$ cat config.mk
export PLATFORM = sky130hd
export DESIGN_NAME = mem_loader_flat
export DESIGN_NICKNAME = d
export VERILOG_FILES = /design/src/rtl/mem_loader_if.sv /design/src/rtl/mem_loader.sv /design/src/flat_wrapper.sv
export SDC_FILE = /design/constraint.sdc
export NUM_CORES = 1
export LEC_CHECK = 0
export BUFFER_PORTS_ARGS = -buffer_cell sky130_fd_sc_hd__buf_4
export CAP_MARGIN = 20
export CORE_MARGIN = 10
export CORE_UTILIZATION = 35
export DETAILED_ROUTE_END_ITERATION = 8
export GPL_TIMING_DRIVEN = 0
export PLACE_DENSITY = 0.53
export SLEW_MARGIN = 20
export SYNTH_ARGS = -nofsm -noshare
export SYNTH_HDL_FRONTEND = slang
export SYNTH_SLANG_ARGS = --single-unit
$ cat constraint.sdc
create_clock -name clk -period 2.13 [get_ports clk]
set_clock_uncertainty 0.15 [all_clocks]
set_input_delay 0.3195 -clock clk [delete_from_list [all_inputs] [get_ports clk]]
set_output_delay 0.3195 -clock clk [all_outputs]
set_load 0.02 [all_outputs]
$ cat src/rtl/mem_loader_if.sv
// Loader bus: word-input handshake, memory write port and status flags.
interface mem_loader_if;
  localparam int unsigned DW = 4;
  localparam int unsigned AW = 5;
  localparam int unsigned CW = 6;

  logic          start_clear;
  logic          in_valid;
  logic [DW-1:0] in_data;
  logic          in_ready;
  logic          wr_en;
  logic [AW-1:0] wr_addr;
  logic [DW-1:0] wr_data;
  logic [CW-1:0] count;
  logic          full;
  logic          busy;

  // Producer/observer side: drives commands and data, watches writes and status.
  modport master (
    output start_clear, in_valid, in_data,
    input  in_ready, wr_en, wr_addr, wr_data, count, full, busy
  );

  // Loader side.
  modport slave (
    input  start_clear, in_valid, in_data,
    output in_ready, wr_en, wr_addr, wr_data, count, full, busy
  );
endinterface

$ cat src/rtl/mem_loader.sv
// Write-side sequencer for a 32x4 memory: ascending fill plus a zero-fill sweep.
module mem_loader (
  input  logic         clk,
  input  logic         reset,
  mem_loader_if.slave  bus
);
  localparam int unsigned DW    = 4;
  localparam int unsigned AW    = 5;
  localparam int unsigned CW    = 6;
  localparam int unsigned DEPTH = 32;

  localparam logic [1:0] LOAD  = 2'd0;
  localparam logic [1:0] CLEAR = 2'd1;
  localparam logic [1:0] FULL  = 2'd2;

  localparam logic [AW-1:0] LAST_ADDR = AW'(DEPTH - 1);

  logic [1:0]    state_q, state_d;
  logic [AW-1:0] ptr_q, ptr_d;
  logic [CW-1:0] count_q, count_d;
  logic          wr_en_q, wr_en_d;
  logic [AW-1:0] wr_addr_q, wr_addr_d;
  logic [DW-1:0] wr_data_q, wr_data_d;
  logic          in_ready_q, in_ready_d;
  logic          full_q, full_d;
  logic          busy_q, busy_d;

  // Next state and registered outputs; the clear sweep walks wr_addr itself.
  always_comb begin
    state_d   = state_q;
    ptr_d     = ptr_q;
    count_d   = count_q;
    wr_en_d   = 1'b0;
    wr_addr_d = wr_addr_q;
    wr_data_d = wr_data_q;

    if (bus.start_clear) begin
      state_d   = CLEAR;
      ptr_d     = '0;
      count_d   = '0;
      wr_en_d   = 1'b1;
      wr_addr_d = '0;
      wr_data_d = '0;
    end else begin
      case (state_q)
        LOAD: begin
          if (bus.in_valid) begin
            wr_en_d   = 1'b1;
            wr_addr_d = ptr_q;
            wr_data_d = bus.in_data;
            ptr_d     = ptr_q + AW'(1);
            count_d   = count_q + CW'(1);
            if (ptr_q == LAST_ADDR) begin
              state_d = FULL;
            end
          end
        end
        CLEAR: begin
          if (wr_addr_q == LAST_ADDR) begin
            state_d = LOAD;
          end else begin
            wr_en_d   = 1'b1;
            wr_addr_d = wr_addr_q + AW'(1);
            wr_data_d = '0;
          end
        end
        FULL: begin
        end
        default: begin
          state_d = LOAD;
        end
      endcase
    end

    in_ready_d = (state_d == LOAD);
    full_d     = (state_d == FULL);
    busy_d     = (state_d == CLEAR);
  end

  // State and output registers.
  always_ff @(posedge clk or posedge reset) begin
    if (reset) begin
      state_q    <= LOAD;
      ptr_q      <= '0;
      count_q    <= '0;
      wr_en_q    <= 1'b0;
      wr_addr_q  <= '0;
      wr_data_q  <= '0;
      in_ready_q <= 1'b1;
      full_q     <= 1'b0;
      busy_q     <= 1'b0;
    end else begin
      state_q    <= state_d;
      ptr_q      <= ptr_d;
      count_q    <= count_d;
      wr_en_q    <= wr_en_d;
      wr_addr_q  <= wr_addr_d;
      wr_data_q  <= wr_data_d;
      in_ready_q <= in_ready_d;
      full_q     <= full_d;
      busy_q     <= busy_d;
    end
  end

  assign bus.in_ready = in_ready_q;
  assign bus.wr_en    = wr_en_q;
  assign bus.wr_addr  = wr_addr_q;
  assign bus.wr_data  = wr_data_q;
  assign bus.count    = count_q;
  assign bus.full     = full_q;
  assign bus.busy     = busy_q;
endmodule

$ cat src/flat_wrapper.sv
// flat-port wrapper written by rule: the top's interface ports become plain ports
module mem_loader_flat 
  (clk, reset, bus_start_clear, bus_in_valid, bus_in_data, bus_in_ready, bus_wr_en, bus_wr_addr, bus_wr_data, bus_count, bus_full, bus_busy);
  mem_loader_if bus_i ();
  input  logic clk;
  input  logic reset;
  input wire logic [$bits(bus_i.start_clear)-1:0] bus_start_clear;
  input wire logic [$bits(bus_i.in_valid)-1:0] bus_in_valid;
  input wire logic [$bits(bus_i.in_data)-1:0] bus_in_data;
  output wire logic [$bits(bus_i.in_ready)-1:0] bus_in_ready;
  output wire logic [$bits(bus_i.wr_en)-1:0] bus_wr_en;
  output wire logic [$bits(bus_i.wr_addr)-1:0] bus_wr_addr;
  output wire logic [$bits(bus_i.wr_data)-1:0] bus_wr_data;
  output wire logic [$bits(bus_i.count)-1:0] bus_count;
  output wire logic [$bits(bus_i.full)-1:0] bus_full;
  output wire logic [$bits(bus_i.busy)-1:0] bus_busy;
  assign bus_i.start_clear = bus_start_clear;
  assign bus_i.in_valid = bus_in_valid;
  assign bus_i.in_data = bus_in_data;
  assign bus_in_ready = bus_i.in_ready;
  assign bus_wr_en = bus_i.wr_en;
  assign bus_wr_addr = bus_i.wr_addr;
  assign bus_wr_data = bus_i.wr_data;
  assign bus_count = bus_i.count;
  assign bus_full = bus_i.full;
  assign bus_busy = bus_i.busy;
  mem_loader u_core (.clk(clk), .reset(reset), .bus(bus_i));
endmodule
==> reports/results.tsv <==
metric	value	unit
endpoint_kind	flop	
wl	2.688	mm
slew_viol_final	0	
first_pass_iters	4	
area_growth	29.35	%
final_antenna_net_count	0	
cts_made_buffers	3	
seq_area_frac_synth	53.66	%
drive_above_1_share	27.89	%
synth-seq-cells	26	
antenna_cells	0	
first_iter_violations	39	
rows	21	
synth.distinct_cells	31	
place.port_buffers	25	
cts_buffer_depth	2	
place_hpwl	1.984	mm
dpl_cell_area	1460	µm²
fp.dieW	78.92	µm
yosys_warnings	0	
timing.rr.end	u_core.bus.wr_data[3]$_DFFE_PP0P_	
worstHoldPathCells	3	
fin_cells	193	
period_share	92.30	%
vias_per_cell	4.829	
dpl.cell_count	186	
status	completed	
track_usage	9.267	%
leakagePower	0.7426	nW
critPathLaunchType	flop	
h-tree-depth	1	
pre_cts_ws	-0.1775	ns
maxCapViolations	0	
syn_area	1215	µm²
r2r_start	u_core.bus.wr_addr[0]$_DFFE_PP0P_	
hp-class	primary input to flop	
p_per_area	575.3	nW/µm²
mostFrequentLayoutCells	buf_4, dfrtp_1, nor2_1, nand2_1, a21oi_1	
gp_congestion	0.7649	
first_global_vias	918	
grt_max_degree	27	
crit_type	flop to flop	
core-area	3337	µm²
clk_pin_slew	0.15	ns
synth_top_area_share	51.49	%
rsz0062_at_grt	false	
worst_pin_slew	0.9174	ns
avgSynthCellArea	10.56	µm²
grt_pass1_wl	4.636	mm
min_from	bus_in_data[1]	
final-setup-viol-count	0	
ios	27	
clkSinkCount	26	
vias	932	
antenna_found_initial	0	
clk_latency	0.32	ns
setup_ws	0.1640	ns
cts_tree	yes	
final-hold-violation-count	0	
critPathArrivalTime	2.03	ns
regToRegSetupSlack	0.16	ns
stdcell_area	1572	µm²
initial_core_util	36.41	%
reg2reg_depth	7	
ys_top_cells_by_area	dfrtp_1, nor2_1, ha_1	
overflow	0	
cts_root_buffer	clkbuf_4	
die_h	78.92	µm
route.detailed.drc	0	
worstPathRequired	2.19	ns
vdd_drop_max	0.0001994	V
power	0.9041	mW
clock.fmax	0.5086	GHz
final_common_cell	buf_4	
relSlewSlack	38.46	%
wl_per_cell	13.93	µm
final_nets	161	
die_area	6228	µm²
hold_path_end	u_core.bus.wr_data[1]$_DFFE_PP0P_	
worst-path-max-fanout	8	
period_needed	1.966	ns
syn_inst	115	
syn_nets	128	
yosys.area.top_type	dfrtp_1	
critical path, stage by stage, from the launching register on:
cell and delay, ns:
dfrtp_1 0.43, ha_1 0.23, and3_1 0.19, ha_2 0.19
nand2b_4 0.16, a21o_4 0.26, a22oi_1 0.18, nor2_1 0.06
repair_timing:
item	CTS	global route
setup buffers	0	2
setup endpoints to repair	6	9
endpoints found under the hold margin	0	25
hold buffers	0	1
pin swaps	0	1
gates resized for setup	3	4
power by group:
group	switching [mW]	total [mW]	internal (mW)	leakage [nW]
Combinational	0.0335	0.0592	0.0257	0.373
Clock	0.151	0.342	0.190	0.0279
Sequential	0.00494	0.503	0.498	0.341
Total	0.190	0.904	0.714	0.743
worst max path at each step:
stage	from	to	slack [ns]	depth (start not counted)
after CTS	u_core.bus.wr_addr[0]$_DFFE_PP0P_	u_core.bus.wr_addr[4]$_DFFE_PP0P_	-0.02	7
after detailed placement	u_core.bus.wr_addr[0]$_DFFE_PP0P_	u_core.bus.wr_addr[4]$_DFFE_PP0P_	-0.18	7
after global routing	u_core.bus.wr_addr[1]$_DFFE_PP0P_	u_core.bus.wr_data[3]$_DFFE_PP0P_	0.04	7
final	u_core.bus.wr_addr[0]$_DFFE_PP0P_	u_core.bus.wr_data[3]$_DFFE_PP0P_	0.16	7
after global placement	u_core.bus.wr_addr[0]$_DFFE_PP0P_	u_core.bus.wr_addr[0]$_DFFE_PP0P_	-0.16	7
after floorplan	u_core.bus.wr_addr[0]$_DFFE_PP0P_	u_core.bus.wr_addr[1]$_DFFE_PP0P_	0.05	7
per-stage QoR:
| step | TNS, ns | utilization (%) | hold slack, ns |
|---|---|---|---|
| 2_1_floorplan | 0 | - | 0.2088 |
| 3_3_place_gp | -0.7331 | 43.76 | 0.3610 |
| 3_5_place_dp | -0.7764 | 43.76 | 0.3644 |
| 4_1_cts | -0.02470 | 45.63 | 0.07380 |
| 5_1_grt | 0 | 47.09 | 0.04686 |
| 6_report | 0 | 47.09 | 0.07551 |
final cells by class:
| type | instances | area, µm² |
|---|---|---|
| plain buffers | 6 | 28.78 |
| clock buffers | 3 | 22.52 |
| clock inverters | 1 | 30.03 |
| fillers | 344 | 1765 |
| inverters | 1 | 3.754 |
| multi-input cells | 82 | 564.3 |
| flip-flops and latches | 26 | 651.9 |
| well taps | 46 | 57.56 |
| repair buffers | 28 | 212.7 |
per-layer routing:
| metal | vias to the layer above | share of wire (%) | global-route usage [%] |
|---|---|---|---|
| met1 | 443 | 47 | 10.99 |
| li1 | 467 | - | - |
| met4 | 0 | 0.74 | 3.763 |
| met2 | 20 | 47 | 15.05 |
| met5 | - | 0 | 0 |
| met3 | 2 | 5.8 | 3.153 |
state kept, by name (all words and copies together), names as in the netlist:
| signal | cells |
|---|---|
| u_core.bus.busy | 1 |
| u_core.bus.count | 6 |
| u_core.bus.full | 1 |
| u_core.bus.in_ready | 1 |
| u_core.bus.wr_addr | 5 |
| u_core.bus.wr_data | 4 |
| u_core.bus.wr_en | 1 |
| u_core.ptr_q | 5 |
| u_core.state_q | 2 |
cells by family after synthesis:
logic type / after synthesis / synth area share [%]
DFF: 26 / 53.66
muxes: 5 / 4.120
adders and majority gates: 5 / 5.149
xor gates and xnor gates: 7 / 5.046
and+or+nand+nor: 45 / 19.05
buffers and inverters: 7 / 2.678
AOI/OAI and AO/OA: 20 / 10.30
synthesized netlist by cell type:
cell type / number
clkbuf_1: 3
nor3b_1: 1
a21oi_1: 7
or4b_1: 1
dfstp_2: 1
mux2i_1: 5
xor2_1: 5
nand3_1: 2
buf_4: 1
o211ai_1: 1
a22oi_1: 3
inv_1: 1
o31ai_1: 1
nor3b_4: 1
nor2b_1: 1
o21ai_1: 3
nor2_1: 17
ha_1: 5
nand2b_1: 4
nand2_1: 7
buf_2: 2
and2_1: 1
dfrtp_1: 25
xnor2_1: 2
nor3_1: 4
a21o_1: 1
o21bai_1: 2
nand4_1: 2
or3_1: 1
a211oi_1: 2
and3_1: 3
Power figures use the tool's default switching activity.
